===== config.mk =====
export PLATFORM = sky130hd
export DESIGN_NAME = cl_key_sequencer
export DESIGN_NICKNAME = d
export VERILOG_FILES = /design/src/rtl/cl_key_sequencer.sv
export SDC_FILE = /design/constraint.sdc
export NUM_CORES = 1
export LEC_CHECK = 0
export ABC_AREA = 1
export CORE_MARGIN = 4
export CORE_UTILIZATION = 45
export CTS_BUF_LIST = sky130_fd_sc_hd__clkbuf_8
export DETAILED_ROUTE_END_ITERATION = 12
export GPL_TIMING_DRIVEN = 1
export PLACE_DENSITY = 0.71
export SLEW_MARGIN = 20
export SYNTH_ARGS = -nofsm -noshare
export SYNTH_HDL_FRONTEND = slang
export SYNTH_SLANG_ARGS = --single-unit

===== constraint.sdc =====
create_clock -name clk -period 3.2 [get_ports clk]
set_input_delay 0.32 -clock clk [delete_from_list [all_inputs] [get_ports clk]]
set_output_delay 0.32 -clock clk [all_outputs]
set_load 0.005 [all_outputs]

===== src/rtl/cl_key_sequencer.sv =====
// Key-supply sequencer for Cute-Lock time-windowed FSMs: stores NUM_KEYS key words and
// replays them one window at a time, holding the locked block in reset until aligned.
module cl_key_sequencer #(
    parameter  int KEY_W    = 18,
    parameter  int NUM_KEYS = 6,
    parameter  int WIN_LEN  = 5,
    localparam int IDX_W    = $clog2(NUM_KEYS)
) (
    input  logic             clk,
    input  logic             rst,
    input  logic             ld_valid,
    input  logic [IDX_W-1:0] ld_idx,
    input  logic [KEY_W-1:0] ld_data,
    output logic             ld_ready,
    input  logic             start,
    input  logic             clear,
    output logic [KEY_W-1:0] key_out,
    output logic             lock_rst,
    output logic             running,
    output logic [IDX_W-1:0] win_idx,
    output logic             ld_err
);

    localparam int PERIOD = NUM_KEYS * WIN_LEN;
    localparam int CNT_W  = $clog2(PERIOD);
    localparam logic [IDX_W-1:0] LAST_IDX = IDX_W'(NUM_KEYS - 1);
    localparam logic [CNT_W-1:0] LAST_CNT = CNT_W'(PERIOD - 1);

    typedef enum logic [1:0] {IDLE, SYNC, RUN} state_t;

    state_t             state, state_nxt;
    logic [KEY_W-1:0]   slots [NUM_KEYS];
    logic [NUM_KEYS-1:0] mask;
    logic [CNT_W-1:0]   cnt, cnt_nxt;
    logic [IDX_W-1:0]   win_q, win_nxt;
    logic [KEY_W-1:0]   key_q, slot0_nxt;
    logic               err_q;
    logic               idle, idx_ok, wr_en, idx_bad, start_ok, start_bad;

    // clear outranks start and writes, so every IDLE action is gated by !clear
    always_comb begin
        idle      = (state == IDLE) && !clear;
        idx_ok    = (ld_idx <= LAST_IDX);
        wr_en     = idle && ld_valid && idx_ok;
        idx_bad   = idle && ld_valid && !idx_ok;
        start_ok  = idle && start && (&mask);
        start_bad = idle && start && !(&mask);
        cnt_nxt   = (cnt == LAST_CNT) ? '0 : cnt + 1'b1;
        win_nxt   = IDX_W'(int'(cnt_nxt) / WIN_LEN);
        slot0_nxt = (wr_en && (ld_idx == '0)) ? ld_data : slots[0];
    end

    always_ff @(posedge clk) begin
        if (rst) state <= IDLE;
        else     state <= state_nxt;
    end

    always_comb begin
        state_nxt = state;
        case (state)
            IDLE:    if (start_ok) state_nxt = SYNC;
            SYNC:    state_nxt = RUN;
            RUN:     state_nxt = RUN;
            default: state_nxt = IDLE;
        endcase
        if (clear) state_nxt = IDLE;
    end

    always_ff @(posedge clk) begin
        if (rst || clear) begin
            for (int i = 0; i < NUM_KEYS; i++) slots[i] <= '0;
            mask  <= '0;
            cnt   <= '0;
            win_q <= '0;
            key_q <= '0;
            if (rst) err_q <= 1'b0;
        end else begin
            for (int i = 0; i < NUM_KEYS; i++) begin
                if (wr_en && (ld_idx == IDX_W'(i))) begin
                    slots[i] <= ld_data;
                    mask[i]  <= 1'b1;
                end
            end
            if (idx_bad || start_bad) err_q <= 1'b1;
            // key_q is loaded one edge ahead so it switches together with cnt
            case (state)
                IDLE: if (start_ok) key_q <= slot0_nxt;
                SYNC: begin
                    cnt   <= '0;
                    win_q <= '0;
                    key_q <= slots[0];
                end
                RUN: begin
                    cnt   <= cnt_nxt;
                    win_q <= win_nxt;
                    key_q <= slots[win_nxt];
                end
                default: ;
            endcase
        end
    end

    assign ld_ready = (state == IDLE);
    assign lock_rst = (state != RUN);
    assign running  = (state == RUN);
    assign key_out  = key_q;
    assign win_idx  = win_q;
    assign ld_err   = err_q;

endmodule


======== Word level (Yosys, flattened, before mapping) ========
Memories as Yosys holds them, arrays and structs flattened.
Cells that the tools add are included.
cells by class
  equal/unequal tests ..................... 11
  muxes and demuxes ....................... 37
  bitwise operators ....................... 6
  add/sub/neg operators ................... 1
  shift-type cells ........................ 0
  reduce and logical (&&, ||, !) cells .... 28
  multipliers ............................. 0
  div/mod/pow operators ................... 1
  magnitude comparators ................... 1
operators by type and width
  cell                    count
  $mux W18                8
  $pmux W18 S3            1
  $div A6 B4 Y32 const B  1
  $mux W1                 23
  $logic_and A1 B1 Y1     13
  $pmux W5 S2             1
  $eq A3 B2 Y1 const B    2
  $eq A3 B3 Y1 const B    2
  $or A1 B1 Y1            6
  $pmux W3 S2             1
  $reduce_and A6 Y1       1
  $add A5 B1 Y5 const B   1
  $eq A5 B5 Y1 const B    1
  $mux W5                 1
  $ne A2 B2 Y1 const B    2
  $pmux W2 S2             1
  $reduce_and A2 Y1       2
  $reduce_bool A2 Y1      2
  $reduce_or A2 Y1        2
  $eq A3 B1 Y1 const B    1
  $le A3 B3 Y1 const B    1
  $logic_not A1 Y1        3
  $logic_not A3 Y1        1
  $reduce_bool A3 Y1      1
  other kinds (6)         7
storage, ports and cells
  bits in latches ......................... 0
  bits in writable memories ............... 108
  memories kept ........................... 1
  flip-flop bits (word level) ............. 35
  output and inout bits ................... 25
  word-level logic and storage cells ...... 97
  bits in read-only memories .............. 0
  bits of input ports ..................... 26
memories
  memory  depth  bits a word  read ports  clocked after Yosys merged registers in  wr ports  line  source
  slots   6      18           2           0                                        6         32    logic [KEY_W-1:0] slots [NUM_KEYS];

======== Logic depth before layout (Yosys ltp) ========
  word-level depth ........................ 9
  mapped depth ............................ 29
  gate-level depth less buffers ........... 28

======== Least setup slack after synthesis ========
No wires, ideal clock.
  kind .................................... reg2reg
  from .................................... register cnt[0]
  to ...................................... register key_q[3] (netlist: key_out[3])
  slack ................................... -0.063 ns
  setup time .............................. 0.138 ns
  cell stages (with the launch flop) ...... 29
  required time ........................... 3.062 ns
  arrival ................................. 3.125 ns
  clock period less this slack ............ 3.263 ns
  buffers on the path ..................... 1
  cells stage by stage .................... dfxtp_1 > ha_1 > inv_1 > or2_0 > nand2_1 > nand2_2 > inv_2 > ha_1 > inv_1 > nand2_4 > nand2_1 > nand2_2 > nand2_2 > ha_1 > nand2_1 > inv_1 > nor2_2 > nand3_2 > a21oi_4 > nand2_4 > buf_6 > nand2_1 > nand3_1 > nand2_1 > nand2_1 > nand2_1 > nand2_1 > nand2_1 > a21oi_2
on the way
  word-level cells in the longest chain between the ends .. 5
  elaborated cells between the ends (all ways) .. 6
  classes of those cells .................. add/sub (1); div (1); eq/ne (1); mux (2); memory (1)
RTL lines
  what                                           line  source
  start, declared                                34    logic [CNT_W-1:0] cnt, cnt_nxt;
  start signal, assigned                         94    cnt <= cnt_nxt;
  $add A5 B1 Y5 or $eq A5 B5 Y1 (tied branches)  48    cnt_nxt = (cnt == LAST_CNT) ? '0 : cnt + 1'b1;
  $mux W5 (*)                                    48
  $div A6 B4 Y32 (*)                             49    win_nxt = IDX_W'(int'(cnt_nxt) / WIN_LEN);
  $mem_v2 Z6 W18 (*)                             --
  $pmux W18 S3 (*)                               86    case (state)
  end signal, assigned                           87    IDLE: if (start_ok) key_q <= slot0_nxt;
  end signal, assigned                           91    key_q <= slots[0];
  end signal, assigned                           96    key_q <= slots[win_nxt];
  end, declared                                  36    logic [KEY_W-1:0] key_q, slot0_nxt;
Every way passes the cells marked *; elsewhere a longest branch is shown, timed or not.
A chain may end at the register's enable or synchronous reset.

======== Final worst setup path ========
  from .................................... register cnt[0]
  to ...................................... register key_q[17] (netlist: key_out[17])
Same word-level chain as after synthesis.

==> flow_summary.ini <==
[die]
initial_cell_density_of_the_core_pct = 46.5
floorplan.die.width_um = 137
design.core.area_um2 = 16100
rows = 46
floorplan.io_pins = 51
die-area_um2 = 18800
die-height_um = 137

[drt]
detail-route-antenna-nets = 0
wire_per_inst_um = 18.1
vias = 6713
drt-pass1-iter-count = 5
drtIter0Drc = 676
totalWireLength_mm = 22.2
post_detailed_route_via_to_cell_ratio = 5.47
drt_drc_violations_left = 0

[synthesis]
netlist.top_cell.by_area = sky130_fd_sc_hd__edfxtp_1
top_area_cells_in_the_synthesized_netlist = sky130_fd_sc_hd__edfxtp_1, sky130_fd_sc_hd__nand2_1, sky130_fd_sc_hd__dfxtp_1
largest_family_of_logic_cells_by_synthesized_area = simple AND/OR/NAND/NOR gates
synth-xor-area-share_pct = 0
yosys.area_share.adder_pct = 1.84
portion_of_the_post_synthesis_area_used_by_sequential_elements_pct = 52.8
synth.most_common_cell = sky130_fd_sc_hd__nand2_1
yosys.cell_types.count = 35
post_synth.cell_area_avg_um2 = 8.26
synth_common_cells = sky130_fd_sc_hd__nand2_1, sky130_fd_sc_hd__nor2_1, sky130_fd_sc_hd__edfxtp_1
mappedNetlistArea_um2 = 7490
mappedNetlistNets = 943
synthDominantCellAreaShare_pct = 43.7
netlist_instances = 906
synth.area.mux_share_pct = 0
synth_edf_count = 109
yosys.area_share.simple_pct = 30.4
top_flip_flop_cell_by_instance_count_after_synthesis = sky130_fd_sc_hd__edfxtp_1
synth.ff_latch_count = 143
synth_compound_area_share_pct = 8.32
synth-async-reset-ratio_pct = 0
number_of_warnings_reported_in_the_yosys_synthesis_log = 0

[timing]
timing.final.crit_period_ps = 3260
max_clock_freq_mhz = 306
rsz0062_at_grt = yes
timing.max_slew.rel_slack_pct = 34.9
worst_clock_skew_ps = 16.2
pnr_worst_setup_slack_ps = -62.7
worst_pin_slew_ps = 976
final.period_utilization_pct = 102
number_of_pins_with_negative_max_slew_slack_in_the_final_report = 0
setup-violations-final = 14
timing.final.hold_violations = 0

[layout]
finish.instance_area_um2 = 9430
antenna_cells = 0
num-nets-final = 1035
postLayoutCoreUtil_pct = 58.5
filler_cell_count = 1401
layout-area-overhead-vs-synth_pct = 26.0
fraction_of_layout_instances_using_a_drive_strength_above_1_pct = 19.5

[worst_setup_path]
timing.critical_path.required_ps = 3500
critical_path_peak_fanout = 19
worst-setup-path-type = flip-flop to flip-flop
start_kind = flip-flop
worst_r2r_path_depth = 25
cp_endpoint_kind = flip-flop
critPathArrivalTime_ps = 3570

[run]
cap_violations = 0

[cts]
tritoncts_sinks = 143
cts.reportedPaths.clkPinSlew_ps = 80
cts_hold_buf = 0
clockRootBuffer = sky130_fd_sc_hd__clkbuf_8
cts_tree = done
ctsLongestPathBuffers = 2
tritoncts.num_buffers = 17
worst_skew_pair.late_latency_ps = 440
cts.htree.levels = 4

[pwr]
leakage_power_uw = 0.00396
pwr_density_cell_nw_per_um2 = 393
vdd_ir_drop_max_uv = 322

[placed_design]
placed_area_um2 = 8500
place.port_buffers = 50
post-dp-hpwl_mm = 13.2
routabilityCongestion = 0.844

[global_route]
first_global_vias = 6522
grt_antenna_before_repair = 0
grt_max_degree = 41
track_usage_pct = 23.7
globalRouteOverflowTotal = 0
wire_length_of_the_first_global_routing_pass_mm = 34.2

[outcome]
status = complete, but fails checks
violations_in_the_final_reports = setup timing

[min_path]
hp-class = flip-flop to flip-flop
whs_path_depth = 2
## worst max-delay path: stages (launching register included)
cell and delay [ps]:
sky130_fd_sc_hd__dfxtp_4 370, sky130_fd_sc_hd__buf_12 130, sky130_fd_sc_hd__ha_4 160, sky130_fd_sc_hd__nand4_4 110, sky130_fd_sc_hd__nand3_4 100, sky130_fd_sc_hd__ha_1 200
sky130_fd_sc_hd__inv_1 100, sky130_fd_sc_hd__ha_4 210, sky130_fd_sc_hd__inv_2 60, sky130_fd_sc_hd__nand2_2 70, sky130_fd_sc_hd__nand2_2 80, sky130_fd_sc_hd__nand3_2 100
sky130_fd_sc_hd__nor2_4 150, sky130_fd_sc_hd__nand3_4 110, sky130_fd_sc_hd__buf_6 130, sky130_fd_sc_hd__a21oi_4 180, sky130_fd_sc_hd__nand2_4 140, sky130_fd_sc_hd__buf_12 180
sky130_fd_sc_hd__nand2_1 70, sky130_fd_sc_hd__nand3_1 90, sky130_fd_sc_hd__nand2_1 80, sky130_fd_sc_hd__nand2_1 50, sky130_fd_sc_hd__nand2_1 70, sky130_fd_sc_hd__nand2_1 50
sky130_fd_sc_hd__nand2_1 50, sky130_fd_sc_hd__a21oi_1 50
## final timing paths
path	end	startpoint	slack (ps)
hold / removal	mask[4]	mask[4]	460
setup / recovery	key_out[17]	cnt[0]	-60
hold reg to reg	mask[4]	mask[4]	460
setup reg to reg	key_out[17]	cnt[0]	-60
## area by class of cell
class	instances	area, µm²	area share, %
multi-input cells	646	3340	35.4
repair buffers	115	1180	12.5
clock inverters	12	116	1.23
well taps	216	270	2.87
inverters	75	288	3.05
clock buffers	20	275	2.92
flip-flops and latches	143	3960	42.0
## layout by cell type (no fill, tap or decap), types with 6 or more instances in the layout
cell type	count
sky130_fd_sc_hd__nor3_1	11
sky130_fd_sc_hd__nor2_1	115
sky130_fd_sc_hd__buf_6	6
sky130_fd_sc_hd__nand3_1	74
sky130_fd_sc_hd__nand3_2	12
sky130_fd_sc_hd__o21ai_1	15
sky130_fd_sc_hd__nand2_2	26
sky130_fd_sc_hd__buf_12	9
sky130_fd_sc_hd__buf_4	46
sky130_fd_sc_hd__inv_2	6
sky130_fd_sc_hd__nand2_4	10
sky130_fd_sc_hd__nand2_1	252
sky130_fd_sc_hd__clkdlybuf4s50_1	50
sky130_fd_sc_hd__edfxtp_1	109
sky130_fd_sc_hd__a21oi_2	13
sky130_fd_sc_hd__a21oi_1	58
sky130_fd_sc_hd__o21ai_0	16
sky130_fd_sc_hd__dfxtp_1	31
sky130_fd_sc_hd__clkbuf_8	20
sky130_fd_sc_hd__nand3_4	8
sky130_fd_sc_hd__inv_1	67
## timing repair
item	4_1_cts	5_1_grt
pin swaps	18	27
setup endpoints to repair	18	18
resized for setup	54	64
buffers inserted	13	4
gates cloned	3	1
## flip-flops by register name, summed over array words and instances (netlist names)
signal   flops
mask         6
slots      108
win_idx      3
ld_err       1
cnt          5
key_out     18
state        2
## where the power goes
group	total, µW	internal [µW]	switching (µW)	leakage, µW
combinational	184	63.1	121	0.00226
sequential	2080	2050	24.9	0.00149
clock	1440	746	698	0.000212
## per-stage QoR
stage	setup slack, ps	power [µW]	hold slack, ps	TNS, ps	cells
2_1_floorplan	8.63	2210	427	0	906
6_report	-62.7	3700	462	-294	1227
5_1_grt	-227	3820	483	-3530	1227
3_3_place_gp	-26.3	2290	438	-33.0	1179
3_5_place_dp	-69.6	2300	452	-639	1179
4_1_cts	1.28	3700	467	0	1226
## per-layer routing
layer	up-vias	GRT usage (%)	wire length [µm]
met2	320	40.6	11000
met1	3195	30.8	8890
met4	0	5.65	367
met3	30	4.82	1870
li1	3168	-	-
met5	-	0	0
## cell families (layout without fill, tap and decap cells)
kind of cell	Yosys count	in the layout
and+or+nand+nor	524	524
AOI/OAI and AO/OA	111	111
DFF	143	143
adders and majority gates	11	11
buffers and inverters	117	222
No activity file was read; power rests on OpenSTA's default activity.
